--- src/rtl/seq_pkg.sv ---
// Shared definitions for the 1011 serial pattern detector: state encodings,
// the pattern itself and the state register width.
package seq_pkg;

    localparam int STATE_W = 3;

    localparam logic [3:0] PATTERN = 4'b1011;

    typedef enum logic [STATE_W-1:0] {
        S0 = 3'b000,
        S1 = 3'b001,
        S2 = 3'b010,
        S3 = 3'b011,
        S4 = 3'b100
    } stateT;

endpackage

--- src/rtl/sat_counter.sv ---
// Saturating up-counter with synchronous clear; sat flags the all-ones value.
module sat_counter #(
    parameter int W = 8
) (
    input  logic         clk,
    input  logic         rst,
    input  logic         inc,
    input  logic         clr,
    output logic [W-1:0] q,
    output logic         sat
);

    assign sat = (q == {W{1'b1}});

    // Clear outranks an increment arriving on the same edge.
    always_ff @(posedge clk or negedge rst) begin
        if (!rst) begin
            q <= '0;
        end else if (clr) begin
            q <= '0;
        end else if (inc && !sat) begin
            q <= q + 1'b1;
        end
    end

endmodule

--- src/rtl/seq_detector.sv ---
// Moore FSM detecting the serial pattern 1011 (MSB first), with a registered
// one-cycle detect pulse and a saturating match counter.
module seq_detector
    import seq_pkg::*;
#(
    parameter int OVERLAP = 1,
    parameter int CNT_W   = 8
) (
    input  logic               clk,
    input  logic               rst,
    input  logic               X,
    input  logic               en,
    input  logic               clr,
    output logic               Y,
    output logic [STATE_W-1:0] state,
    output logic [CNT_W-1:0]   count,
    output logic               sat
);

    stateT stateReg;
    stateT stateNext;
    logic  matchSet;

    always_ff @(posedge clk or negedge rst) begin
        if (!rst) begin
            stateReg <= S0;
        end else begin
            stateReg <= stateNext;
        end
    end

    // matchSet is only raised by an accepted completing bit, so sitting in S4
    // with en low never re-fires the pulse or the counter.
    always_comb begin
        stateNext = stateReg;
        matchSet  = 1'b0;
        case (stateReg)
            S0: if (en) stateNext = (X == PATTERN[3]) ? S1 : S0;
            S1: if (en) stateNext = (X == PATTERN[2]) ? S2 : S1;
            S2: if (en) stateNext = (X == PATTERN[1]) ? S3 : S0;
            S3: begin
                if (en) begin
                    stateNext = (X == PATTERN[0]) ? S4 : S2;
                    matchSet  = (X == PATTERN[0]);
                end
            end
            S4: begin
                if (en) begin
                    stateNext = (X == PATTERN[3]) ? S1 : ((OVERLAP != 0) ? S2 : S0);
                end
            end
            default: stateNext = S0;
        endcase
    end

    always_ff @(posedge clk or negedge rst) begin
        if (!rst) begin
            Y <= 1'b0;
        end else begin
            Y <= matchSet;
        end
    end

    assign state = stateReg;

    sat_counter #(
        .W(CNT_W)
    ) matchCounter (
        .clk (clk),
        .rst (rst),
        .inc (matchSet),
        .clr (clr),
        .q   (count),
        .sat (sat)
    );

endmodule

--- config.mk ---
export PLATFORM = sky130hd
export DESIGN_NAME = seq_detector
export DESIGN_NICKNAME = d
export VERILOG_FILES = /design/src/rtl/seq_pkg.sv /design/src/rtl/sat_counter.sv /design/src/rtl/seq_detector.sv
export SDC_FILE = /design/constraint.sdc
export NUM_CORES = 1
export LEC_CHECK = 0
export ABC_AREA = 1
export CORE_MARGIN = 1.5
export CORE_UTILIZATION = 45
export CTS_CLUSTER_SIZE = 28
export DETAILED_ROUTE_END_ITERATION = 7
export DONT_BUFFER_PORTS = 1
export PLACE_DENSITY = 0.69
export SLEW_MARGIN = 20
export SYNTH_ARGS = -nofsm -noshare
export SYNTH_HDL_FRONTEND = slang
export SYNTH_SLANG_ARGS = --single-unit
--- constraint.sdc ---
create_clock -name clk -period 3.45 [get_ports clk]
set_input_delay 0.345 -clock clk [delete_from_list [all_inputs] [get_ports clk]]
set_output_delay 0.345 -clock clk [all_outputs]
set_load 0.005 [all_outputs]
==> results.ini <==
[hold_path]
holdPathStages = 1
hold_path.class = in -> reg
worstHoldEndpoint = state[2]
hold_start = en

[critical_path]
crit_arrival_ns = 1.29
rrSetupSlack_ns = 2.07
crit_type = reg -> out
r2r_end = matchCounter.q[2]
path_cells = ha_1, nand2_1, nor2_2, nand2_2, inv_1
critPathTopFamily = flip-flops
end_kind = output pin
worstRegToRegCells = 9
cp-start-kind = flop
critPathBufInv = 1
regToRegStartpoint = matchCounter.q[1]
cp_slowest_stage_delay_ns = 0.43
cp.required_ns = 3.11
slowest_stage = dfrtp_1
critical_path.max_fanout = 5

[drt]
wl_per_cell_um = 12.1
first_pass_iters = 4
final_antenna_net_count = 0
drtIter0Drc = 13
drc_errors = 0
vias = 591
via_per_inst = 5.18
routed_wirelength_mm = 1.38

[synthesis]
synth-simple-area-share_pct = 37.1
syn_nets = 99
synth-compound-area-share_pct = 7.19
ys_warn_count = 0
ys_seq_area_share_pct = 43.2
synth-xor-area-share_pct = 2.52
synth_area_um2 = 696
synth_top_family_by_area = simple AND/OR/NAND/NOR gates
synth_seq_cells = 12
synthMuxAreaShare_pct = 0
synth_cell_types = 19
synthAdderAreaFrac_pct = 1.80
synth_cells = 93
syn_area_per_cell_um2 = 7.48

[global_routing]
grt_overflow = 0
grt_pass1_wl_mm = 2.28
first_global_vias = 508
grt_max_degree = 13
grt_use_total_pct = 17.1
antenna_found_initial = 0

[run_status]
status = completed

[cts]
clockRootBuffer = clkbuf_4
cts_buffer_depth = 2
cts_setup_buffers = 0
cts_hold_buf = 1
cts_tree = done
clkTransAtPathRegs_ns = 0.08
clock_sinks = 12
clk_latency_ns = 0.26
cts_htree_levels = 1
cts_resized = 0
cts_buffers = 3

[timing]
worstMarginPinSlew_ns = 0.542
setup_viol = 0
final.min_clock_period_ns = 1.64
whs_ns = 0.173
fin_skew_ns = 0.00267
hold_violations = 0
rsz0062_at_grt = false
fmax_mhz = 610
finalSetupTns_ns = 0
max_slew_margin_pct = 63.7
period_share_pct = 47.5
slew_viol_final = 0

[die]
core_um2 = 1470
ios = 18
die_h_um = 42.3
die_w_um = 42.3
initial_core_util_pct = 47.3
die_area_um2 = 1790
std_cell_rows = 14

[finish]
final_layout_size_suffix_gt1_share_pct = 14.3
register_area_um2 = 300
area_growth_pct = 9.53
multiInputGateArea_um2 = 338
nFillCells = 159
fin_area_um2 = 762
final_cells = 114
n_antenna_cell = 0
final_net_count = 105

[pwr]
power_leakage_nw = 0.378
ir_drop_v = 0.000184
power_density_nw_per_um2 = 389

[placement]
dpl-instance-area_um2 = 716
dpl.hpwl_mm = 1.03
port_buffers = 0
dp.cells = 109
place_congestion = 0.782

[flow_run]
cap_violations = 0

per-stage QoR:
step / total power, mW / worst slack, ns / util (%)
after floorplan: 0.179 / 2.20 / -
after global placement: 0.184 / 2.12 / 48.6
after detailed placement: 0.185 / 2.09 / 48.6
after CTS: 0.301 / 1.78 / 51.8
after global routing: 0.315 / 1.67 / 51.8
final: 0.296 / 1.81 / 51.8
routing by layer:
layer | GRT usage, % | part of all wire [%]
met1 | 23.5 | 47
met2 | 24.9 | 46
met3 | 5.17 | 5.9
met4 | 7.50 | 1.2
met5 | 0 | 0
kinds of logic (layout without fill, tap and decap cells):
| kind of cell | Yosys count | count (layout) |
|---|---|---|
| AO/OA/AOI/OAI | 9 | 9 |
| XOR/XNOR | 2 | 2 |
| adder cells (fa/ha/maj) | 1 | 1 |
| buffers and inverters | 14 | 19 |
| flip-flops | 12 | 12 |
| AND/OR/NAND/NOR | 55 | 55 |
cells in the final DEF, fill, tap and decap left out, types with 2 or more instances in the layout:
cell and instances:
clkbuf_4 3, nand3_1 7, xor2_1 2, nand2_1 29
inv_1 10, o21ai_1 2, inv_2 3, nand4_1 5
a21oi_1 5, dfrtp_1 12, nand2_4 2, nor2_1 8
how the worst max path moves through the flow:
stage	start	depth (start not counted)	slack (ns)	end
floorplan	matchCounter.q[0]	9	2.20	matchCounter.q[5]
global placement	matchCounter.q[1]	5	2.12	sat
detailed placement	matchCounter.q[0]	9	2.09	matchCounter.q[2]
CTS	matchCounter.q[1]	5	1.78	sat
global route	matchCounter.q[1]	5	1.67	sat
finish	matchCounter.q[1]	5	1.81	sat
area by class of cell:
type / count / area share, %
repair buffers: 1 / 1.31
multi-input cells: 67 / 44.3
inverters: 14 / 7.55
flip-flops and latches: 12 / 39.4
well taps: 16 / 2.63
clock buffers: 4 / 4.76
sequential cells by signal, summed over array words and instances, names as in the netlist:
name / count
matchCounter.q: 8
state: 3
Y: 1
where the power goes:
part	leakage [nW]	total [mW]	internal, mW	switching, mW
clock network	0.0210	0.110	0.0640	0.0462
registers	0.164	0.155	0.147	0.00827
logic	0.193	0.0310	0.00984	0.0211
total	0.378	0.296	0.221	0.0756
cell usage after synthesis:
master,n,area (um^2)
a21oi_1,5,25.0
clkinv_4,1,8.76
dfrtp_1,12,300
ha_1,1,12.5
inv_1,10,37.5
inv_2,3,11.3
nand2_1,29,109
nand2_2,1,6.26
nand2_4,2,22.5
nand3_1,7,35.0
nand4_1,5,31.3
nor2_1,8,30.0
nor2_2,1,6.26
nor2_4,1,11.3
o21ai_1,2,10.0
o21bai_1,1,7.51
o31ai_1,1,7.51
or2_2,1,6.26
xor2_1,2,17.5
Note: power is estimated with default switching activity, not from simulation.
